===== config.mk =====
export PLATFORM = sky130hd
export DESIGN_NAME = riscv_fetch
export DESIGN_NICKNAME = d
export VERILOG_FILES = /design/src/rtl/riscv_fetch.sv
export SDC_FILE = /design/constraint.sdc
export NUM_CORES = 1
export LEC_CHECK = 0
export ABC_CLOCK_PERIOD_IN_PS = 2300
export BUFFER_PORTS_ARGS = -buffer_cell sky130_fd_sc_hd__buf_2
export CAP_MARGIN = 20
export CORE_UTILIZATION = 56
export DETAILED_ROUTE_END_ITERATION = 8
export PLACE_DENSITY = 0.8
export SLEW_MARGIN = 20
export SYNTH_ARGS = -nofsm -noshare
export SYNTH_HDL_FRONTEND = slang
export SYNTH_SLANG_ARGS = --single-unit

===== constraint.sdc =====
create_clock -name clk -period 2.3 [get_ports clk]
set_input_delay 0.115 -clock clk [delete_from_list [all_inputs] [get_ports clk]]
set_output_delay 0.115 -clock clk [all_outputs]
set_load 0.02 [all_outputs]

===== src/rtl/riscv_fetch.sv =====
// Instruction fetch unit: one outstanding imem request, small in-order instruction buffer, redirect flush.
// Optional RISCV_FETCH_MISALIGN_EN: misaligned redirect raises sticky fetch_fault and halts fetch.
package riscv_fetch_pkg;
    localparam int unsigned XLEN = 32;

    typedef struct packed {
        logic [XLEN-1:0] data;
        logic [XLEN-1:0] pc;
    } fetch_entry_t;
endpackage

module riscv_fetch
    import riscv_fetch_pkg::*;
#(
    parameter logic [XLEN-1:0] RESET_PC  = 32'h0000_0000,
    parameter int unsigned     BUF_DEPTH = 2
) (
    input  logic            clk,
    input  logic            rst,
    output logic            imem_req,
    output logic [XLEN-1:0] imem_addr,
    input  logic            imem_gnt,
    input  logic            imem_rvalid,
    input  logic [XLEN-1:0] imem_rdata,
    input  logic            redirect_valid,
    input  logic [XLEN-1:0] redirect_pc,
    output logic            instr_valid,
    input  logic            instr_ready,
    output logic [XLEN-1:0] instr_data,
    output logic [XLEN-1:0] instr_pc,
    output logic            fetch_fault
);
    localparam int unsigned CNT_W = $clog2(BUF_DEPTH + 1);
    localparam int unsigned IDX_W = $clog2(BUF_DEPTH);

    typedef enum logic [1:0] {IDLE, REQ, WAIT, HALT} state_t;

    state_t          state_q, state_d;
    logic [XLEN-1:0] pc_q, pc_d;
    logic [XLEN-1:0] req_pc_q, req_pc_d;
    logic            drop_q, drop_d;
    logic [CNT_W-1:0] cnt_q, cnt_d;
    fetch_entry_t    ent_q [BUF_DEPTH];
    fetch_entry_t    ent_d [BUF_DEPTH];
    logic            req_q, req_d;
    logic            vld_q, vld_d;
    logic            fault_q, fault_d;

    logic [XLEN-1:0] redir_pc_c;
    logic            misalign_c;
    logic            redir_c;
    logic            grant_c;
    logic            push_c;
    logic            pop_c;
    logic [IDX_W-1:0] wr_idx_c;

`ifdef RISCV_FETCH_MISALIGN_EN
    assign redir_pc_c = redirect_pc;
    assign misalign_c = (redirect_pc[1:0] != 2'b00);
`else
    logic unused_lsb_c;
    assign unused_lsb_c = ^redirect_pc[1:0];
    assign redir_pc_c   = {redirect_pc[XLEN-1:2], 2'b00};
    assign misalign_c   = 1'b0;
`endif

    // Handshake qualifiers; a redirect suppresses both push and pop.
    always_comb begin
        redir_c  = redirect_valid && (state_q != HALT);
        grant_c  = req_q && imem_gnt;
        pop_c    = vld_q && instr_ready && !redir_c;
        push_c   = (state_q == WAIT) && imem_rvalid && !drop_q && !redir_c &&
                   ((cnt_q != CNT_W'(BUF_DEPTH)) || pop_c);
        wr_idx_c = IDX_W'(cnt_q - CNT_W'(pop_c));
    end

    // Next-state, buffer and output computation.
    always_comb begin
        state_d  = state_q;
        pc_d     = pc_q;
        req_pc_d = req_pc_q;
        drop_d   = drop_q;
        fault_d  = fault_q;
        cnt_d    = cnt_q;
        ent_d    = ent_q;
        req_d    = 1'b0;
        vld_d    = 1'b0;

        if (pop_c) begin
            for (int unsigned i = 0; i + 1 < BUF_DEPTH; i++) begin
                ent_d[i] = ent_q[i + 1];
            end
            cnt_d = cnt_q - CNT_W'(1);
        end
        if (push_c) begin
            ent_d[wr_idx_c] = '{data: imem_rdata, pc: req_pc_q};
            cnt_d           = cnt_d + CNT_W'(1);
        end
        if (grant_c) begin
            req_pc_d = pc_q;
            pc_d     = pc_q + 32'd4;
        end

        case (state_q)
            IDLE: if (cnt_d < CNT_W'(BUF_DEPTH)) state_d = REQ;
            REQ:  if (grant_c) state_d = WAIT;
            WAIT: begin
                if (imem_rvalid) begin
                    drop_d  = 1'b0;
                    state_d = (cnt_d < CNT_W'(BUF_DEPTH)) ? REQ : IDLE;
                end
            end
            HALT:    state_d = HALT;
            default: state_d = IDLE;
        endcase

        // A request still in flight after a redirect belongs to the old path.
        if (redir_c) begin
            cnt_d = '0;
            if (misalign_c) begin
                fault_d = 1'b1;
                drop_d  = 1'b0;
                state_d = HALT;
            end else begin
                pc_d = redir_pc_c;
                if (state_d == WAIT) drop_d = 1'b1;
                if (state_d == IDLE) state_d = REQ;
            end
        end

        req_d = (state_d == REQ) && (cnt_d < CNT_W'(BUF_DEPTH));
        vld_d = (cnt_d != '0);
    end

    always_ff @(posedge clk) begin
        if (rst) begin
            state_q  <= IDLE;
            pc_q     <= RESET_PC;
            req_pc_q <= '0;
            drop_q   <= 1'b0;
            fault_q  <= 1'b0;
            cnt_q    <= '0;
            req_q    <= 1'b0;
            vld_q    <= 1'b0;
            for (int unsigned i = 0; i < BUF_DEPTH; i++) begin
                ent_q[i] <= '0;
            end
        end else begin
            state_q  <= state_d;
            pc_q     <= pc_d;
            req_pc_q <= req_pc_d;
            drop_q   <= drop_d;
            fault_q  <= fault_d;
            cnt_q    <= cnt_d;
            req_q    <= req_d;
            vld_q    <= vld_d;
            ent_q    <= ent_d;
        end
    end

    assign imem_req    = req_q;
    assign imem_addr   = pc_q;
    assign instr_valid = vld_q;
    assign instr_data  = ent_q[0].data;
    assign instr_pc    = ent_q[0].pc;
    assign fetch_fault = fault_q;

endmodule


==> impl_results.md, run 1 <==
* Highest Clock Rate at 470 MHz
* Final worst clock skew at 0.00867 ns
* Number of input and output port buffers inserted at 163
* Pwr dens at 672 nW/um2
* Synth async-reset ratio at 0%
* Horizontal extent of the die at 129 um
* Number of buffers between clock root and the deepest sink at 2
* Routed WL at 24.1 mm
* Depth of the critical timing path with buffers and inverters included at 5
* Slew at the pin closest to its max-slew limit at 0.755 ns
* Drt wl/cell at around 17 um
* Predominant post-synthesis flop cell: dfxtp_1
* Unique cell type count in the Yosys netlist at 54
* Total setup buffers inserted after CTS at 0
* Initial antenna violation count at 0
* Headroom to the max-slew limit at 49.7%
* Number of buffers created by CTS at 17
* Final #Nets at 1251
* Number of synthesized register bits at just under 200
* Maximum single-stage delay on the critical path at 0.59 ns
* Status: finished, final reports clean
* Clock-pin slew of the registers on the worst-case setup and hold paths at 0.07 ns
* Count of vias placed by the detailed router at 8452
* Final-report max-slew violation count at 0
* Unrepaired setup endpoints after global routing: false
* Fin cells at 1408
* GRT Residual Overflow at 0
* Diodes inserted at 0
* Antenna viol nets, final at 0
* Area overhead of the layout relative to synthesis at 20.1%
* Mean post-synth cell area at about 8.5 um2
* Max-cap violations at 0
* Min-Delay Path Depth at 3
* GRT Resource Usage Total at 28.8%
* Launch instance of the worst register-to-register path: imem_addr[2]$_SDFFE_PP0P_
* Most common cell after layout, fill and taps aside: dfxtp_1
* Number of global-route vias before repair at roughly 7500
* Most frequent cells in the layout: 195 x dfxtp_1, 162 x buf_2, 99 x a21oi_1, 93 x nor2_1, 82 x nand2_1
* Share of synthesized cell area in full adder, half adder and majority cells at less than 1%
* TritonCTS clock tree: yes
* Post-synthesis compound-gate area fraction at 20.2%
* Starting density of the core at between 50 and 60%
* CTS HTree Levels at 4
* Share of the cycle needed by the critical path after routing at between 90 and 100%
* Iteration-0 DRC Markers at 756
* Cell leakage power at 4.10 nW
* Total Die Area at 16600 um2
* Dominant combinational cell family by area after synthesis: compound AO/OA/AOI/OAI gates
* Insertion delay of the later-clocked pin in the worst-skew pair at 0.43 ns
* Total setup violations reported at the end of the flow at 0
* Crit end category: register
* I/O pin count at 169
* First-pass GRT wire length at 38.1 mm
* XOR/XNOR Fraction of Synth Area at under 10%
* Detailed-placement wirelength estimate at 14.0 mm
* Final core utilization at 68.5%
* Vert. Die Dim at ~130 um
* Post-synthesis cell area at 9030 um2
* Setup slack on the worst flop-to-flop path at approximately 0.17 ns
* Final WS setup at 0.170 ns
* Kind of cell adding the most delay to the critical path: simple AND/OR/NAND/NOR gates
* Proportion of synthesized chip area in sequential cells at 43.2%
* Clock Root Buffer: clkbuf_16
* Overall power of the completed layout at 7.29 mW
* Maximum number of pins on one net before global-route repair at 90
* Synth warnings at 0
* Portion of netlist area occupied by mux cells at 7.22%
* Arrival time at the worst endpoint at 2.47 ns
* Hold crit path type: primary input to register
* Worst min-delay path startpoint: redirect_pc[23]
* Crit-path cells: ha_1 -> nand4_1 -> or4_4 -> or3_1 -> a311oi_1
* Clock Sink Count at 195
* Cell at the slowest stage of the critical path: or4_4
* Final number of hold-violating endpoints at 0
* Setup TNS after final layout at 0 ns
* Pre-antenna DRT Iters at 5
* Fraction of the mapped netlist area in simple logic gates at 17.8%
* Placement-stage worst setup slack at 0.198 ns
* Number of design rule violations left after detail routing at 0
* Placer Congestion at just over 0.9
* Top fanout value on the critical path at 5
* Number of synthesized flops with an enable pin at 0
* Required time of the critical path at 2.64 ns
* End point of the worst hold path: imem_addr[23]$_SDFFE_PP0P_
* Vias per cell at 6.00
* Cell depth of the worst flop-to-flop path at 5
* Gate count after technology mapping at 1066
* Placed cell count at approximately 1300
* Fraction of layout instances using a drive strength above 1 at approximately a fifth
* Terminus of the critical flop-to-flop path: imem_addr[20]$_SDFFE_PP0P_
* Total core area at about 16000 um2
* Cell row count at between 40 and 50
* Critical path buffers and inverters at 0
* Path type of the worst setup path: register to register
* Worst voltage drop across the vdd grid at 583 uV
* Kind of launch point of the worst setup path: register
* Final period demand of the worst path at 2.13 ns
[what timing repair did]
| action | CTS | global route |
|---|---|---|
| resized for setup | 0 | 2 |
| endpoints found under the setup margin | 0 | 20 |
| endpoints found under the hold margin | 61 | 0 |
| hold buffers | 58 | 0 |
[power by group]
| part | internal [mW] | switching, mW |
|---|---|---|
| Sequential | 3.45 | 0.0895 |
| Clock | 1.93 | 1.25 |
| Combinational | 0.247 | 0.329 |
| Total | 5.62 | 1.67 |
[cells by family after synthesis]
kind of cell	Yosys count
fa+ha+maj	2
compound gates	284
other cells	1
buf+inv	172
simple gates	335
xor+xnor	12
mux	65
flops	195
[area by class of cell]
type                    instances  area (um2)
inverters                       6        22.5
clock buffers                  22         484
flip-flops and latches        195        3900
clock inverters                10         153
multi-input cells             701        4250
fillers                      1241        4990
well taps                     216         270
repair buffers                258        1760
[how the worst max path moves through the flow]
stage,from,end
global route,imem_addr[2]$_SDFFE_PP0P_,imem_addr[20]$_SDFFE_PP0P_
floorplan,imem_addr[13]$_SDFFE_PP0P_,imem_addr[23]$_SDFFE_PP0P_
CTS,cnt_q[0]$_SDFF_PP0_,register
global placement,imem_addr[2]$_SDFFE_PP0P_,imem_addr[20]$_SDFFE_PP0P_
detailed placement,imem_addr[2]$_SDFFE_PP0P_,imem_addr[18]$_SDFFE_PP0P_
finish,imem_addr[2]$_SDFFE_PP0P_,imem_addr[20]$_SDFFE_PP0P_
[synthesized netlist by cell type, types with 3 or more instances]
| library cell | count | area [um2] |
|---|---|---|
| nor4_1 | 6 | 37.5 |
| and3_1 | 3 | 18.8 |
| mux2i_1 | 64 | 641 |
| xnor2_1 | 7 | 61.3 |
| nand2_1 | 84 | 315 |
| o21ai_0 | 70 | 350 |
| nor3_1 | 13 | 65.1 |
| nand3_1 | 76 | 380 |
| or4_1 | 10 | 75.1 |
| nor3b_1 | 5 | 37.5 |
| or3_1 | 7 | 43.8 |
| nand2b_1 | 3 | 18.8 |
| o31ai_1 | 8 | 60.1 |
| a211oi_1 | 13 | 97.6 |
| buf_2 | 9 | 45.0 |
| xor2_1 | 5 | 43.8 |
| a221oi_1 | 62 | 543 |
| nor2_1 | 93 | 349 |
| and4_1 | 7 | 61.3 |
| clkbuf_1 | 87 | 327 |
| buf_1 | 3 | 11.3 |
| dfxtp_1 | 195 | 3900 |
| nand4_1 | 13 | 81.3 |
| inv_1 | 6 | 22.5 |
| a21oi_1 | 99 | 495 |
| buf_4 | 67 | 503 |
| a311oi_1 | 13 | 114 |
| and2_1 | 3 | 18.8 |
| nand3b_1 | 4 | 30.0 |
| o211ai_1 | 3 | 22.5 |
[worst register-to-register path: stages, from the launching register on]
cell and delay [ns]:
dfxtp_1 0.43, ha_1 0.24, nand4_1 0.20, or4_4 0.60, or3_1 0.33, a311oi_1 0.26
[metrics by stage]
stage	hold WS, ns	instance area, um2
after floorplan	0.224	9030
after global placement	0.323	9610
after detailed placement	0.325	9610
after CTS	0.00602	10800
after global routing	0.0332	10800
final	0.0318	10800
[layer usage]
metal | up-vias | GRT usage (%) | routed length [um]
met5 | - | 0 | 0
met4 | 0 | 10.4 | 453
met3 | 37 | 5.32 | 2010
met2 | 430 | 45.3 | 11100
met1 | 3947 | 39.4 | 10600
li1 | 4038 | - | -
Note: power is estimated with default switching activity, not from simulation.
==> run 2, diff against run 1 <==
PLACE_DENSITY = 0.86   (was 0.8)
==> run 2 against run 1 <==
Net effect: first-iteration DRC count rose by 0.40%; sequential cell count is the same; die area unchanged; highest routed layer unchanged.
==> impl_results.md, run 2 (same netlist as run 1, synthesis figures left out) <==
* GRT Resource Usage Total at 29.1% (was 28.8%)
* TritonCTS clock tree: yes (unchanged)
* Final period demand of the worst path at 2.22 ns (was 2.13 ns)
* Share of the cycle needed by the critical path after routing at 96.6% (was 92.6%)
* Placed cell count at 1316 (was 1318)
* Path type of the worst setup path: register to register (unchanged)
* Total core area at 15800 um2 (unchanged)
* CTS HTree Levels at 4 (unchanged)
* Most frequent cells in the layout: 195 x dfxtp_1, 162 x buf_2, 99 x a21oi_1, 93 x nor2_1, 82 x nand2_1 (unchanged)
* Number of input and output port buffers inserted at 163 (unchanged)
* Drt wl/cell at 17.2 um (was 17.1 um)
* Final-report max-slew violation count at 0 (unchanged)
* Routed WL at 24.2 mm (was 24.1 mm)
* Total setup buffers inserted after CTS at 0 (unchanged)
* Number of design rule violations left after detail routing at 0 (unchanged)
* Final core utilization at 68.5% (about the same)
* Antenna viol nets, final at 0 (unchanged)
* Required time of the critical path at 2.62 ns (was 2.64 ns)
* Kind of launch point of the worst setup path: register (unchanged)
* Diodes inserted at 0 (unchanged)
* Vias per cell at 6.02 (was 6.00)
* Fraction of layout instances using a drive strength above 1 at 19.9% (was 20.2%)
* I/O pin count at 169 (unchanged)
* Cell row count at 46 (unchanged)
* Starting density of the core at 57.0% (unchanged)
* Crit end category: register (unchanged)
* Horizontal extent of the die at 129 um (unchanged)
* Headroom to the max-slew limit at 50.0% (was 49.7%)
* Number of buffers between clock root and the deepest sink at 2 (unchanged)
* Insertion delay of the later-clocked pin in the worst-skew pair at 0.43 ns (about the same)
* Clock Root Buffer: clkbuf_16 (unchanged)
* GRT Residual Overflow at 0 (unchanged)
* Crit-path cells: nand4_2 -> or4_1 -> buf_4 -> nor3_1 -> mux2_2 (was ha_1 -> nand4_1 -> or4_4 -> or3_1 -> a311oi_1)
* Detailed-placement wirelength estimate at 14.0 mm (about the same)
* Initial antenna violation count at 0 (unchanged)
* First-pass GRT wire length at 38.5 mm (was 38.1 mm)
* Worst voltage drop across the vdd grid at 531 uV (was 583 uV)
* Maximum number of pins on one net before global-route repair at 97 (was 90)
* Clock-pin slew of the registers on the worst-case setup and hold paths at 0.07 ns (about the same)
* Arrival time at the worst endpoint at 2.54 ns (was 2.47 ns)
* Number of buffers created by CTS at 17 (unchanged)
* Slew at the pin closest to its max-slew limit at 0.750 ns (was 0.755 ns)
* Pre-antenna DRT Iters at 5 (unchanged)
* Maximum single-stage delay on the critical path at 0.74 ns (was 0.59 ns)
* Fin cells at 1406 (was 1408)
* Iteration-0 DRC Markers at 759 (was 756)
* Most common cell after layout, fill and taps aside: dfxtp_1 (unchanged)
* Filler Cells Inserted at 1224 (was 1241)
* Cell at the slowest stage of the critical path: or4_1 (was or4_4)
* Final worst clock skew at 0.00729 ns (was 0.00867 ns)
* Final #Nets at 1249 (was 1251)
* Pwr dens at 660 nW/um2 (was 672 nW/um2)
* Setup TNS after final layout at 0 ns (unchanged)
* Count of vias placed by the detailed router at 8460 (was 8452)
* Status: finished, final reports clean (unchanged)
* Hold crit path type: primary input to register (unchanged)
* Clock Sink Count at 195 (unchanged)
* Overall power of the completed layout at 7.16 mW (was 7.29 mW)
* Total Die Area at 16600 um2 (unchanged)
* Vert. Die Dim at 129 um (unchanged)
* Cell leakage power at 4.08 nW (was 4.10 nW)
* Placer Congestion at 0.860 (was 0.917)
* Unrepaired setup endpoints after global routing: false (unchanged)
* Highest Clock Rate at 450 MHz (was 470 MHz)
* Area overhead of the layout relative to synthesis at 20.2% (was 20.1%)
* Total setup violations reported at the end of the flow at 0 (unchanged)
* Max-cap violations at 0 (unchanged)
* Number of global-route vias before repair at 7676 (was 7453)
* Top fanout value on the critical path at 12 (was 5)
* Final number of hold-violating endpoints at 0 (unchanged)
run 2: final timing paths:
path	slack [ns]	from	depth (start not counted)	endpoint
worst min register to register	0.47	register	2	register
worst min-delay path	0.01	redirect_pc[8]	3	imem_addr[8]$_SDFFE_PP0P_
worst max-delay path	0.08	imem_addr[12]$_SDFFE_PP0P_	5	imem_addr[31]$_SDFFE_PP0P_
worst max register to register	0.08	imem_addr[12]$_SDFFE_PP0P_	5	imem_addr[31]$_SDFFE_PP0P_
run 2: cell type report:
type | count | area [um2] | share of cell area (%)
clock inverter | 11 | 153 | 1.41
inverter | 6 | 22.5 | 0.208
timing repair buffer | 256 | 1790 | 16.5
multi-input combinational | 701 | 4250 | 39.2
tap | 216 | 270 | 2.49
clock buffer | 21 | 460 | 4.24
sequential | 195 | 3900 | 36.0
run 2: layer usage:
| layer | global-route usage [%] | wire length, um | up-vias | share of wire [%] |
|---|---|---|---|---|
| li1 | - | - | 4020 | - |
| met3 | 4.57 | 2010 | 41 | 8.3 |
| met2 | 46.4 | 11300 | 432 | 47 |
| met4 | 10.7 | 459 | 0 | 1.9 |
| met1 | 39.8 | 10400 | 3967 | 43 |
| met5 | 0 | 0 | - | 0 |
run 2: power by group:
group	leakage [nW]	total [mW]	internal [mW]	switching (mW)
combinational	2.21	0.578	0.246	0.332
clock	0.290	3.05	1.78	1.27
sequential	1.58	3.53	3.45	0.0883
total	4.08	7.16	5.47	1.69
run 2: stage by stage:
stage,setup slack [ns],cell area [um2],hold WS (ns)
detailed placement,0.161,9650,0.342
CTS,0.100,10800,0.0000633
finish,0.0779,10800,0.0138
floorplan,0.148,9030,0.224
global placement,0.257,9650,0.334
global route,0.0120,10800,0.00949
run 2: what timing repair did:
| item | 4_1_cts | 5_1_grt |
|---|---|---|
| hold endpoints to repair | 71 | 0 |
| gates resized for setup | 0 | 1 |
| setup endpoints to repair | 0 | 1 |
| hold buffers | 58 | 0 |
run 2: critical path: cells and delay by family (launching register included):
kind / cells / cell delay, ns
AND/OR/NAND/NOR: 3 / 1.13
multiplexers: 1 / 0.38
flip-flops: 1 / 0.35
buffers and inverters: 1 / 0.25
